File: config.mk
export PLATFORM = sky130hd
export DESIGN_NAME = calc_engine
export DESIGN_NICKNAME = d
export VERILOG_FILES = /design/src/rtl/calc_engine.sv
export SDC_FILE = /design/constraint.sdc
export NUM_CORES = 1
export LEC_CHECK = 0
export CORE_UTILIZATION = 45
export CTS_BUF_LIST = sky130_fd_sc_hd__clkbuf_4
export DETAILED_ROUTE_END_ITERATION = 10
export HOLD_SLACK_MARGIN = 0.02
export MAX_ROUTING_LAYER = met4
export PLACE_DENSITY_LB_ADDON = 0.2
export REMOVE_ABC_BUFFERS = 1
export SYNTH_ARGS = -nofsm -noshare
export SYNTH_HDL_FRONTEND = slang
export SYNTH_SLANG_ARGS = --single-unit
File: constraint.sdc
create_clock -name hwclk -period 4 [get_ports hwclk]
set_input_delay 1 -clock hwclk [delete_from_list [all_inputs] [get_ports hwclk]]
set_output_delay 1 -clock hwclk [all_outputs]
set_load 0.01 [all_outputs]
File: src/rtl/calc_engine.sv
// calc_engine: keypad calculator datapath. It accumulates decimal digit entry,
// holds a signed register file and sequences two-register ALU operations. It
// presents a sign/magnitude value for the seven-segment display decoder.
//
// Build option: define CALC_MUL_EN to make opcode 7 a signed multiply with an
// overflow check on truncation. Without it, opcode 7 is a register move
// (R[a] <- R[b]) and no multiplier is built.
module calc_engine #(
    parameter  int WIDTH = 9,
    parameter  int NREGS = 8,
    localparam int RW    = $clog2(NREGS)
) (
    input  logic             hwclk,
    input  logic             reset,
    input  logic             dig_strobe,
    input  logic [3:0]       digit,
    input  logic             op_strobe,
    input  logic [2:0]       opcode,
    input  logic             reg_strobe,
    input  logic [RW-1:0]    reg_num,
    input  logic             clr_strobe,
    output logic             busy,
    output logic             result_valid,
    output logic             ovf,
    output logic [WIDTH-1:0] disp_mag,
    output logic             disp_neg
);

    typedef enum logic [2:0] {
        S_IDLE, S_ENTRY, S_SEL_A, S_SEL_B, S_EXEC, S_WB, S_DONE
    } state_t;

    typedef enum logic [2:0] {
        OP_ADD = 3'd0,
        OP_SUB = 3'd1,
        OP_AND = 3'd2,
        OP_OR  = 3'd3,
        OP_XOR = 3'd4,
        OP_NEG = 3'd5,
        OP_SHL = 3'd6,
        OP_X7  = 3'd7   // MUL or MOV depending on CALC_MUL_EN
    } op_t;

    // Largest value that decimal entry may reach (most positive signed value).
    localparam logic [WIDTH+3:0] ENTRY_MAX = (WIDTH+4)'(2**(WIDTH-1) - 1);

    state_t                  state;
    op_t                     op_q;
    logic signed [WIDTH-1:0] regs [NREGS];
    logic        [WIDTH-1:0] entry;
    logic signed [WIDTH-1:0] result;
    logic        [RW-1:0]    a_idx;
    logic        [RW-1:0]    b_idx;
    logic        [RW-1:0]    show_idx;
    logic                    show_reg;   // display a register after a display-only reg strobe

    logic signed [WIDTH-1:0] opa, opb, sum, diff;
    logic signed [WIDTH-1:0] exec_res;
    logic                    exec_ovf;
    logic        [WIDTH-1:0] entry_base;
    logic        [WIDTH+3:0] entry_wide;
    logic                    digit_fits;
    logic                    can_start;  // states that accept digit entry and op start
    logic signed [WIDTH-1:0] disp_src;
`ifdef CALC_MUL_EN
    logic signed [2*WIDTH-1:0] prod;
`endif

    // Operation start and digit entry are only accepted in IDLE, ENTRY and DONE.
    assign can_start = (state == S_IDLE) || (state == S_ENTRY) || (state == S_DONE);

    // Next entry value; a digit typed after a completed operation starts a new number.
    always_comb begin
        entry_base = (state == S_DONE) ? '0 : entry;
        entry_wide = {4'b0, entry_base} * (WIDTH+4)'(10) + {{WIDTH{1'b0}}, digit};
        digit_fits = (entry_wide <= ENTRY_MAX);
    end

    // ALU: result and overflow for the latched opcode and operand registers.
    always_comb begin
        // NOTE: every output of a combinational block gets a default first so no latch is inferred.
        exec_res = '0;
        exec_ovf = 1'b0;
        opa      = regs[a_idx];
        opb      = regs[b_idx];
        sum      = opa + opb;
        diff     = opa - opb;
`ifdef CALC_MUL_EN
        prod     = (2*WIDTH)'(opa) * (2*WIDTH)'(opb);
`endif
        unique case (op_q)
            OP_ADD: begin
                exec_res = sum;
                exec_ovf = (opa[WIDTH-1] == opb[WIDTH-1]) && (sum[WIDTH-1] != opa[WIDTH-1]);
            end
            OP_SUB: begin
                exec_res = diff;
                exec_ovf = (opa[WIDTH-1] != opb[WIDTH-1]) && (diff[WIDTH-1] != opa[WIDTH-1]);
            end
            OP_AND: exec_res = opa & opb;
            OP_OR:  exec_res = opa | opb;
            OP_XOR: exec_res = opa ^ opb;
            OP_NEG: begin
                exec_res = -opa;
                exec_ovf = (opa == {1'b1, {(WIDTH-1){1'b0}}});
            end
            OP_SHL: begin
                exec_res = {opa[WIDTH-2:0], 1'b0};
                exec_ovf = (opa[WIDTH-1] != opa[WIDTH-2]);
            end
            OP_X7: begin
`ifdef CALC_MUL_EN
                exec_res = prod[WIDTH-1:0];
                // Truncation is lossless only if the discarded bits all copy the new sign bit.
                exec_ovf = (prod[2*WIDTH-1:WIDTH-1] != '0) && (prod[2*WIDTH-1:WIDTH-1] != '1);
`else
                exec_res = opb;
`endif
            end
            default: ;
        endcase
    end

    // Control FSM, register file, entry accumulator and status flags.
    always_ff @(posedge hwclk or posedge reset) begin
        if (reset) begin
            state        <= S_IDLE;
            op_q         <= OP_ADD;
            entry        <= '0;
            result       <= '0;
            a_idx        <= '0;
            b_idx        <= '0;
            show_idx     <= '0;
            show_reg     <= 1'b0;
            busy         <= 1'b0;
            result_valid <= 1'b0;
            ovf          <= 1'b0;
            // NOTE: the register file is reset as well, since cleared registers are part of the user-visible state.
            for (int i = 0; i < NREGS; i++) begin
                regs[i] <= '0;
            end
        end else begin
            // NOTE: state is updated with non-blocking assignments so every read in this block sees the pre-edge values.
            result_valid <= 1'b0;
            unique case (state)
                S_EXEC: begin
                    // All strobes, including clr, are dropped while the operation runs.
                    result       <= exec_res;
                    ovf          <= ovf | exec_ovf;
                    result_valid <= 1'b1;
                    state        <= S_WB;
                end
                S_WB: begin
                    regs[a_idx] <= result;
                    busy        <= 1'b0;
                    state       <= S_DONE;
                end
                default: begin
                    // Priority clr > op > reg > dig; lower strobes in the same cycle are dropped.
                    if (clr_strobe) begin
                        state    <= S_IDLE;
                        entry    <= '0;
                        ovf      <= 1'b0;
                        show_reg <= 1'b0;
                    end else if (op_strobe) begin
                        if (can_start) begin
                            op_q     <= op_t'(opcode);
                            entry    <= '0;
                            ovf      <= 1'b0;
                            show_reg <= 1'b0;
                            state    <= S_SEL_A;
                        end
                    end else if (reg_strobe) begin
                        unique case (state)
                            S_ENTRY: begin
                                regs[reg_num] <= $signed(entry);
                                entry         <= '0;
                                state         <= S_IDLE;
                            end
                            S_IDLE, S_DONE: begin
                                show_idx <= reg_num;
                                show_reg <= 1'b1;
                            end
                            S_SEL_A: begin
                                a_idx <= reg_num;
                                if (op_q == OP_NEG || op_q == OP_SHL) begin
                                    busy  <= 1'b1;
                                    state <= S_EXEC;
                                end else begin
                                    state <= S_SEL_B;
                                end
                            end
                            S_SEL_B: begin
                                b_idx <= reg_num;
                                busy  <= 1'b1;
                                state <= S_EXEC;
                            end
                            default: ;
                        endcase
                    end else if (dig_strobe) begin
                        if (can_start && digit <= 4'd9) begin
                            entry    <= digit_fits ? entry_wide[WIDTH-1:0] : entry_base;
                            show_reg <= 1'b0;
                            state    <= S_ENTRY;
                        end
                    end
                end
            endcase
        end
    end

    // Display source selection and sign/magnitude conversion.
    always_comb begin
        disp_src = $signed(entry);
        if (show_reg) begin
            disp_src = regs[show_idx];
        end else if (state == S_EXEC || state == S_WB || state == S_DONE) begin
            disp_src = result;
        end
        disp_neg = disp_src[WIDTH-1];
        // The most negative value negates to itself, which reads as 2^(WIDTH-1) unsigned.
        disp_mag = disp_src[WIDTH-1] ? WIDTH'(-disp_src) : disp_src;
    end

endmodule

==> metrics.txt <==
largest net degree at the start of global routing=50; Crit path top cell by count=buf_4; Final ANT Viol Nets=0; Pre-antenna DRT Iters=5; mux cell area share after synthesis=between 15 and 20%; max-cap violation count=0; Antenna Diode Count=0; area added between synthesis and finish=13.19%; post-route minimum period=3.972 ns; Cells after DPL=1,415; first-pass GRT wire length=~49 mm; Remaining DRCs=0; Final Hold Viols=0; total track usage=a little under a third; core area=20,490 sq um; GP Congestion=between 0.9 and 1; worst-margin pin slew=1.018 ns; Chip Height=147.4 microns; sequential-to-total area share from yosys stat=between 20% and 30%; CTS tree=built; max reg flops=72; global route total overflow=0; clock slew at reported path FFs=about 0.17 ns; Arrival @ worst endpoint=2.97 ns; CTS Buffer Depth=2; Synth Area in Compound Gates=a little under a quarter; Worst Slack Setup Final=around 0.028 ns; Initial Utilization=about 46%; Core Util, Final=between 50% and 60%; IO Pins=29; min-delay worst type=reg2reg; clk sink count=roughly 110; Max stage delay cell, worst path=mux4_2; Routed WL=between 30 and 40 mm; Lkg Pwr=~0.0045 uW; CTS root buf=clkbuf_4; #FFs+latches synth=about 110; Buffers on Ports=28; # hold bufs at CTS=0; Row Count=52; top_reg_cell synth=dfrtp_1; biggest regs=regs: 72 flops, entry: 9 flops, result: 9 flops; initial antenna violation count=0; initial drt markers=approximately 850; Worst Path Required=~3 ns; total number of vias=~9,000; post-detail-place hpwl=between 20 and 25 mm; final count of negative-setup-slack endpoints=0; Place WS=about 0.14 ns; worst rel slew slack=a little under a third; xor/xnor share of the synthesized area=about 2.9%; wire per inst=21.40 microns; commonest non-fill, non-tap cells in the layout=nor2_1 (124), nand2_1 (109), dfrtp_1 (104), a21oi_1 (102), buf_4 (95); CTS Buf Count=9; status=completed; Switching Power=approximately 3800 uW; asr flop ratio synth=100.0%; Yosys Warn Count=0; total power density per cell area=about 700 nW/um^2; Slew Viols, Final=0; Synth Area per Inst=between 8 and 9 sq um; H-tree level count=3; Setup Skew=around 0.02 ns; Max VDD drop=roughly 0.43 mV; synth unique cells=80; Worst-Skew Late Latency=between 0.5 and 0.6 ns; most common cell after layout, fill and taps aside=nor2_1; DR vias/cell=about 6.3; RSZ-0062 raised after global routing=true; Critical Path Start Type=register; Cells after Synth=roughly 1,100; post-synthesis simple-gate area fraction=17.10%; logic gate share of total power=between 60 and 70%; largest family of logic cells by synthesized area=compound AO/OA/AOI/OAI gates; # nets final=between 1,000 and 1,500; P_int=3798 uW; CP max FO=5; Die ar.=roughly 22,000 sq um; CP Class=reg2out; vias in the first global route=between 8,000 and 9,000; number of synthesized flops with an enable pin=0; Post-Syn Area=about 9500 sq um; Die Wd=147.4 microns; slowest stage delay, CP=just over 0.5 ns; area leader, netlist=dfrtp_1; Post-Synth Adder-Cell Area=~5.8%; fraction of layout cells with a size suffix above 1=a little under a fifth; share of the synthesized area in the top cell type=between 20 and 30%; largest reg by FF count=regs; Worst setup EP type=output pin; Cell Chain, Critical Path=buf_12, buf_4, mux4_2, mux2i_2, a21oi_2, buf_4, nor3_1, nor2_1, xor2_1, dlygate4sd2_1; sequential group share of total power=approximately a quarter; Clk pwr share=between 7 and 8%; FMAX=0.2518 GHz; Layout Cells excl Fill=~1,400; Area contributors post-synth=dfrtp_1 (29%), mux4_2 (8.3%), a21oi_1 (5.7%), ha_1 (5.1%), nor2_1 (4.9%); fin crit share=approximately 100%; Net Sw Frac=between 40% and 50%
per-stage QoR:
stage	TNS, ns	cell area [sq um]	hold WS (ns)	total power [uW]
floorplan	-0.1718	9146	0.4768	4935
global placement	0	10500	0.5195	6702
detailed placement	0	10500	0.5220	6754
CTS	0	10710	0.5600	7397
global route	-0.05501	10770	0.5909	8058
finish	0	10770	0.5549	7549
worst paths after layout:
check | cells past startpoint | start | slack (ns) | endpoint
min in group asynchronous | 2 | reset | 0.91 | entry[8]
max reg2reg | 13 | a_idx[1] | 0.22 | ovf
max | 10 | show_idx[0] | 0.03 | disp_mag[3]
max in group asynchronous | 3 | reset | 2.24 | result[6]
min | 2 | regs[60] | 0.55 | regs[60]
min reg2reg | 2 | regs[60] | 0.55 | regs[60]
worst max-delay path: cells and delay by family, from the launching register on:
family,cells,cell delay (ns)
flip-flops,1,0.45
AO/OA/AOI/OAI,1,0.12
multiplexers,2,0.70
buffers and inverters,4,0.71
AND/OR/NAND/NOR,2,0.25
XOR/XNOR,1,0.22
logic make-up after synthesis:
kind of cell,after synthesis
xor gates and xnor gates,32
AOI/OAI and AO/OA,343
muxes,101
DFF,109
and+or+nand+nor,351
buffers and inverters,129
adders and majority gates,42
metal layers:
metal | vias up | share of wire [%] | global-route usage (%)
met5 | - | 0 | -
met4 | 0 | 2.6 | 9.588
met3 | 57 | 5.7 | 2.963
met2 | 347 | 48 | 47.64
met1 | 4420 | 44 | 40.90
li1 | 4221 | - | -
power groups by stage:
stage               Combinational (uW)  Sequential, uW  Clock [uW]
finish                            5130            1850         571
global route                      5550            1880         625
CTS                               5000            1820         578
detailed placement                4910            1850           0
global placement                  4860            1840           0
floorplan                         2950            1980           0
Yosys cell counts, types with 8 or more instances:
cell	instances
o211ai_1	13
a21oi_1	108
nand4_1	11
nor2b_1	18
ha_1	39
dfrtp_1	109
buf_2	14
mux2i_1	35
a32oi_1	36
nand2b_1	10
nand3_1	21
nand2_1	109
mux4_2	35
clkbuf_1	45
mux2_2	26
inv_1	43
nor2_1	125
xnor2_1	23
o21ai_0	65
xor2_1	9
nor3_1	14
buf_1	8
a22oi_1	17
a211oi_1	13
final cells by class:
class | count | area (sq um)
multi-input cells | 869 | 6319
clock buffers | 9 | 67.56
inverters | 48 | 182.7
fillers | 1959 | 9726
repair buffers | 128 | 1072
flip-flops and latches | 109 | 2734
clock inverters | 7 | 56.30
well taps | 270 | 337.8
what timing repair did:
action	4_1_cts	5_1_grt
endpoints found under the hold margin	0	0
cloned	0	1
gates resized for setup	24	14
pin swaps	2	4
endpoints found under the setup margin	8	9
buffers inserted	6	2
Power figures use the tool's default switching activity.
